==> src/rtl/llsc_ctrl_pkg.sv <==
// ============================================================================
//  Module      : llsc_ctrl_pkg
//  Description : Shared opcodes, FSM state encoding and helpers for llsc_ctrl.
//  Revision    : 1.0  initial release
// ============================================================================
`default_nettype none

package llsc_ctrl_pkg;

   localparam logic [7:0] EXE_LL_OP = 8'b11110000;
   localparam logic [7:0] EXE_SC_OP = 8'b11111000;

   typedef enum logic [1:0] {
      LLSC_IDLE    = 2'd0,
      LLSC_LL_WAIT = 2'd1,
      LLSC_SC_WAIT = 2'd2,
      LLSC_DRAIN   = 2'd3
   } llsc_state_t;

   function automatic logic is_llsc(input logic [7:0] op);
      return (op == EXE_LL_OP) || (op == EXE_SC_OP);
   endfunction

endpackage

`default_nettype wire

==> src/rtl/llsc_ctrl.sv <==
// ============================================================================
//  Module      : llsc_ctrl
//  Description : MEM-stage LL/SC controller: data-RAM handshake, link register,
//                SC success decision and LLbit write generation.
//  Revision    : 1.0  initial release
// ============================================================================
`default_nettype none

module llsc_ctrl
   import llsc_ctrl_pkg::*;
#(
   parameter int ADDR_W = 32,
   parameter int DATA_W = 32
) (
   input  logic              clk,
   input  logic              rst,
   input  logic              flush,
   input  logic [7:0]        aluop_i,
   input  logic [ADDR_W-1:0] mem_addr_i,
   input  logic [DATA_W-1:0] reg2_i,
   input  logic              LLbit_i,
   input  logic              wb_LLbit_we_i,
   input  logic              wb_LLbit_value_i,
   input  logic              snoop_we_i,
   input  logic [ADDR_W-1:0] snoop_addr_i,
   input  logic              mem_ack_i,
   input  logic [DATA_W-1:0] mem_data_i,
   output logic              mem_req_o,
   output logic              mem_we_o,
   output logic [ADDR_W-1:0] mem_addr_o,
   output logic [DATA_W-1:0] mem_data_o,
   output logic [3:0]        mem_sel_o,
   output logic [DATA_W-1:0] wdata_o,
   output logic              wreg_o,
   output logic              LLbit_we_o,
   output logic              LLbit_value_o,
   output logic              misalign_o,
   output logic              stallreq_o
);

   localparam int WA_W = ADDR_W - 2;

   llsc_state_t       r_state, w_state_next;
   logic              r_link_valid, w_link_valid_next;
   logic [WA_W-1:0]   r_link_addr, w_link_addr_next;
   logic [WA_W-1:0]   r_acc_addr, w_acc_addr_next;
   logic [DATA_W-1:0] r_acc_data, w_acc_data_next;
   logic              r_acc_we, w_acc_we_next;

   logic              w_is_ll, w_is_sc, w_misalign;
   logic              w_eff_llbit, w_snoop_hit, w_sc_ok;
   logic [WA_W-1:0]   w_op_addr;
   logic              w_unused;

   assign w_unused    = ^snoop_addr_i[1:0];
   assign w_op_addr   = mem_addr_i[ADDR_W-1:2];
   assign w_is_ll     = (aluop_i == EXE_LL_OP);
   assign w_is_sc     = (aluop_i == EXE_SC_OP);
   assign w_misalign  = (w_is_ll | w_is_sc) & (mem_addr_i[1:0] != 2'b00);
   // A WB-stage LLbit write not yet visible in the register takes precedence.
   assign w_eff_llbit = wb_LLbit_we_i ? wb_LLbit_value_i : LLbit_i;
   assign w_snoop_hit = snoop_we_i & (snoop_addr_i[ADDR_W-1:2] == r_link_addr);
   assign w_sc_ok     = w_eff_llbit & r_link_valid & (r_link_addr == w_op_addr) & ~w_snoop_hit;

   always_ff @(posedge clk or posedge rst) begin
      if (rst) begin
         r_state      <= LLSC_IDLE;
         r_link_valid <= 1'b0;
         r_link_addr  <= '0;
         r_acc_addr   <= '0;
         r_acc_data   <= '0;
         r_acc_we     <= 1'b0;
      end else begin
         r_state      <= w_state_next;
         r_link_valid <= w_link_valid_next;
         r_link_addr  <= w_link_addr_next;
         r_acc_addr   <= w_acc_addr_next;
         r_acc_data   <= w_acc_data_next;
         r_acc_we     <= w_acc_we_next;
      end
   end

   always_comb begin
      w_state_next      = r_state;
      w_link_valid_next = r_link_valid;
      w_link_addr_next  = r_link_addr;
      w_acc_addr_next   = r_acc_addr;
      w_acc_data_next   = r_acc_data;
      w_acc_we_next     = r_acc_we;
      mem_req_o         = 1'b0;
      mem_we_o          = 1'b0;
      mem_addr_o        = '0;
      mem_data_o        = '0;
      mem_sel_o         = 4'b0000;
      wdata_o           = '0;
      wreg_o            = 1'b0;
      LLbit_we_o        = 1'b0;
      LLbit_value_o     = 1'b0;
      misalign_o        = w_misalign;
      stallreq_o        = 1'b0;

      case (r_state)
         LLSC_IDLE: begin
            if (!flush && !w_misalign) begin
               if (w_is_ll) begin
                  mem_req_o       = 1'b1;
                  mem_addr_o      = {w_op_addr, 2'b00};
                  mem_sel_o       = 4'b1111;
                  stallreq_o      = 1'b1;
                  w_acc_addr_next = w_op_addr;
                  w_acc_we_next   = 1'b0;
                  w_state_next    = LLSC_LL_WAIT;
               end else if (w_is_sc) begin
                  if (w_sc_ok) begin
                     mem_req_o       = 1'b1;
                     mem_we_o        = 1'b1;
                     mem_addr_o      = {w_op_addr, 2'b00};
                     mem_data_o      = reg2_i;
                     mem_sel_o       = 4'b1111;
                     stallreq_o      = 1'b1;
                     w_acc_addr_next = w_op_addr;
                     w_acc_data_next = reg2_i;
                     w_acc_we_next   = 1'b1;
                     w_state_next    = LLSC_SC_WAIT;
                  end else begin
                     // Failed SC completes at once with a 0 result.
                     wreg_o = 1'b1;
                  end
               end
            end
         end

         LLSC_LL_WAIT: begin
            mem_req_o  = 1'b1;
            mem_addr_o = {r_acc_addr, 2'b00};
            mem_sel_o  = 4'b1111;
            if (mem_ack_i) begin
               w_state_next = LLSC_IDLE;
               if (!flush) begin
                  wdata_o           = mem_data_i;
                  wreg_o            = 1'b1;
                  LLbit_we_o        = 1'b1;
                  LLbit_value_o     = 1'b1;
                  w_link_addr_next  = r_acc_addr;
                  w_link_valid_next = 1'b1;
               end
            end else if (flush) begin
               w_state_next = LLSC_DRAIN;
            end else begin
               stallreq_o = 1'b1;
            end
         end

         LLSC_SC_WAIT: begin
            mem_req_o  = 1'b1;
            mem_we_o   = 1'b1;
            mem_addr_o = {r_acc_addr, 2'b00};
            mem_data_o = r_acc_data;
            mem_sel_o  = 4'b1111;
            if (mem_ack_i) begin
               w_state_next = LLSC_IDLE;
               if (!flush) begin
                  wdata_o           = {{(DATA_W-1){1'b0}}, 1'b1};
                  wreg_o            = 1'b1;
                  LLbit_we_o        = 1'b1;
                  w_link_valid_next = 1'b0;
               end
            end else if (flush) begin
               w_state_next = LLSC_DRAIN;
            end else begin
               stallreq_o = 1'b1;
            end
         end

         LLSC_DRAIN: begin
            // The abandoned access must still see its ack before the bus is free.
            mem_req_o  = 1'b1;
            mem_we_o   = r_acc_we;
            mem_addr_o = {r_acc_addr, 2'b00};
            mem_data_o = r_acc_we ? r_acc_data : '0;
            mem_sel_o  = 4'b1111;
            stallreq_o = !flush && is_llsc(aluop_i) && !w_misalign;
            if (mem_ack_i) begin
               w_state_next = LLSC_IDLE;
            end
         end

         default: begin
            w_state_next = LLSC_IDLE;
         end
      endcase

      if (w_snoop_hit || flush) begin
         w_link_valid_next = 1'b0;
      end

      if (rst) begin
         mem_req_o     = 1'b0;
         mem_we_o      = 1'b0;
         mem_addr_o    = '0;
         mem_data_o    = '0;
         mem_sel_o     = 4'b0000;
         wdata_o       = '0;
         wreg_o        = 1'b0;
         LLbit_we_o    = 1'b0;
         LLbit_value_o = 1'b0;
         misalign_o    = 1'b0;
         stallreq_o    = 1'b0;
      end
   end

endmodule

`default_nettype wire

==> config.mk <==
export PLATFORM = sky130hd
export DESIGN_NAME = llsc_ctrl
export DESIGN_NICKNAME = d
export VERILOG_FILES = /design/src/rtl/llsc_ctrl_pkg.sv /design/src/rtl/llsc_ctrl.sv
export SDC_FILE = /design/constraint.sdc
export NUM_CORES = 1
export LEC_CHECK = 0
export BUFFER_PORTS_ARGS = -buffer_cell sky130_fd_sc_hd__buf_2
export CAP_MARGIN = 20
export CORE_MARGIN = 1.5
export CORE_UTILIZATION = 40
export DETAILED_ROUTE_END_ITERATION = 10
export GPL_ROUTABILITY_DRIVEN = 0
export PLACE_DENSITY_LB_ADDON = 0.15
export SYNTH_ARGS = -nofsm -noshare
export SYNTH_HDL_FRONTEND = slang
export SYNTH_SLANG_ARGS = --single-unit
==> constraint.sdc <==
create_clock -name clk -period 4.83 [get_ports clk]
set_input_delay 0.966 -clock clk [delete_from_list [all_inputs] [get_ports clk]]
set_output_delay 0.966 -clock clk [all_outputs]
set_load 0.005 [all_outputs]
==> flow_summary.toml <==
[status]
status = "finished, final reports clean"

[clocking]
cts-buffers-inserted = 9
cts_tree = "done"
cts.sinks = 96
clkTransAtPathRegs_ns = 0.07
cts_resized = 0
clockBufferDepth = 2
clk-insertion-delay-late_ns = 0.34
hold_buffers = 0
post-cts-setup-buffers = 0
clockRootBuffer = "clkbuf_16"
h-tree-depth = 3

[logic_synthesis]
synthFlopType = "dfrtp_1"
synth_seq_area_share_pct = 42.11
yosys_warnings = 0
async_reset_ff_share_pct = 100.0
synth_xor_xnor_area_share_pct = 9.366
synth.area.mux_share_pct = 23.84
yosys.area_share.adder_pct = 1.316
syn_area_um2 = 5704
ys_types = 45
syn_inst = 507
synth_compound_area_share_pct = 7.326
syn_area_per_cell_um2 = 11.25
ys_seq_elements = 96
synthSimpleGateAreaFrac_pct = 12.28
synth_top_family_by_area = "multiplexers"
synth-edff-count = 0

[critical_path]
crit_type = "primary input to output port"
slowest_stage = "or4_1"
path_cells = "buf_2, xor2_1, or4b_1, or4_1, a211oi_2, buf_4, o31ai_4, buf_4, nor2_1, buf_2"
crit_path_start_kind = "primary input"
cp.arrival_ns = 3.32
critPathMaxStageDelay_ns = 0.56
setup.worst_path.end_class = "output port"
crit_path_max_fanout = 17
critical_path_required_ns = 3.86

[sta]
drv_slew = 0
rsz0062_at_grt = "no"
final.setup.tns_ns = 0
maxSlewHeadroom_pct = 40.78
skew_ns = 0.007237
whs_ns = 0.4890
worst_slew_pin_slew_ns = 0.8882
fin_crit_sh_pct = 88.64
fmax_ghz = 0.2336
finalHoldViolCount = 0
fin_crit_ns = 4.281
setup_viol_count_final = 0

[detailed_routing]
vias = 4938
first_pass_iters = 4
route.met2.wl_mm = 8.461
routed.top_layer = "met4"
vias_per_cell = 5.321
wl_met3_mm = 1.062
wl_met1_mm = 6.756
wl_per_cell_um = 17.97
wl_mm = 16.68
drc_errors = 0
first_iter_violations = 187
ant_nets = 0

[floorplan]
core-area_um2 = 13880
placementRows = 43
start_util_pct = 41.09
fp.dieW_um = 122.4
die_area_um2 = 14990
die_h_um = 122.4
io_pins = 251

[power]
power_density_nw_per_um2 = 300.8
ir_drop_uv = 174.8
p_leak_nw = 4.010
power_w = 0.002231
combinationalPowerShare_pct = 31.4
clkPwrFrac_pct = 31.5
p_int_w = 0.001504
netSwitchingFraction_pct = 32.58
p_seq_share_pct = 37.1
power.switching_w = 0.0007267

[placed_design]
dpl_cell_area_um2 = 7122
port_buffers = 246
hpwl_mm = 12.84

[finish]
area.growth.synth_to_final_pct = 29.98
drive_gt1_share_pct = 50.07
layout_common_cells = "buf_2, dfrtp_1, mux2_2"
mostFrequentLayoutCell = "buf_2"
fin_nets = 892
fin_area_um2 = 7415
utilization_pct = 53.42

[grt]
grt_pass1_vias = 4855
grt_pass1_wl_mm = 24.74
track_usage_pct = 21.77
antenna_found_initial = 1
grt_max_degree = 71
overflow = 0

[job]
cap_violations = 0

[worst_hold_path]
hold_path_class = "flip-flop to flip-flop"
-- routing by layer --
metal | track usage (%) | vias to the layer above
li1 | - | 2315
met2 | 39.25 | 182
met1 | 26.08 | 2414
met4 | 7.558 | 0
met3 | 3.764 | 27
met5 | 0 | -
-- registers in the layout, summed over array words and instances (netlist names) --
name	count
r_link_addr	30
r_acc_data	32
r_link_valid	1
r_acc_we	1
r_state	2
r_acc_addr	30
-- synthesized netlist by cell type (all sizes together), types with 2 or more instances --
cell	number	area share, %
clkbuf	20	1.3
and4	2	0.31
nand3	3	0.26
ha	6	1.3
nor3	5	0.44
nand2	4	0.26
xor2	2	0.31
o21ai	3	0.33
a22o	33	5.1
and3	32	3.5
buf	15	1.8
and2	2	0.22
xnor2	59	9.1
mux2	92	18
inv	8	0.53
nand4	26	2.9
or4	4	0.53
dfrtp	96	42
a21oi	5	0.44
mux2i	32	5.6
nor4	4	0.44
nor2	36	2.4
a211oi	2	0.35
-- cells by family (layout without fill, tap and decap cells) --
group                      after synthesis  count (layout)
AOI/OAI and AO/OA                       51              51
xor gates and xnor gates                61              61
adders and majority gates                6               6
buffers and inverters                   43             282
DFF                                     96              96
muxes                                  124             124
other                                    1               3
and+or+nand+nor                        125             125
-- path summary, 6_finish.rpt --
| kind | slack (ns) | depth (start not counted) | startpoint | to |
|---|---|---|---|---|
| worst max-delay path | 0.55 | 10 | mem_addr_i[4] | mem_addr_o[16] |
| worst min-delay path | 0.49 | 1 | r_acc_we | r_acc_we |
| worst max register to register | 1.86 | 8 | r_link_addr[2] | r_acc_addr[12] |
| worst min register to register | 0.49 | 1 | r_acc_we | r_acc_we |
| max in group asynchronous | 2.79 | 4 | rst | r_acc_data[13] |
| min in group asynchronous | 0.82 | 3 | rst | r_state[0] |
-- stage by stage --
step | cells | setup WS, ns
2_1_floorplan | 508 | 0.1139
3_3_place_gp | 911 | 0.5491
3_5_place_dp | 911 | 0.5668
4_1_cts | 927 | 0.5357
5_1_grt | 928 | 0.4004
6_report | 928 | 0.5488
-- cell type report --
| cell class | instances | area (um2) |
|---|---|---|
| inverters | 8 | 33.78 |
| well taps | 180 | 225.2 |
| repair buffers | 258 | 1321 |
| diodes | 1 | 2.502 |
| fillers | 1290 | 6466 |
| clock inverters | 5 | 57.56 |
| clock buffers | 11 | 232.7 |
| flip-flops and latches | 96 | 2402 |
| multi-input cells | 369 | 3139 |
-- critical path: cells and delay by family --
family | cells | cell delay [ns]
compound gates | 2 | 0.27
simple gates | 3 | 1.21
buf+inv | 4 | 0.67
xor+xnor | 1 | 0.18
-- power by group through the flow --
stage	Clock, W	Sequential [W]	Combinational, W
detailed placement	0	0.000843	0.000705
CTS	0.000727	0.000827	0.000708
global route	0.000762	0.000829	0.000770
finish	0.000702	0.000828	0.000701
floorplan	0	0.000839	0.000461
global placement	0	0.000842	0.000692
No activity file was read; power rests on OpenSTA's default activity.
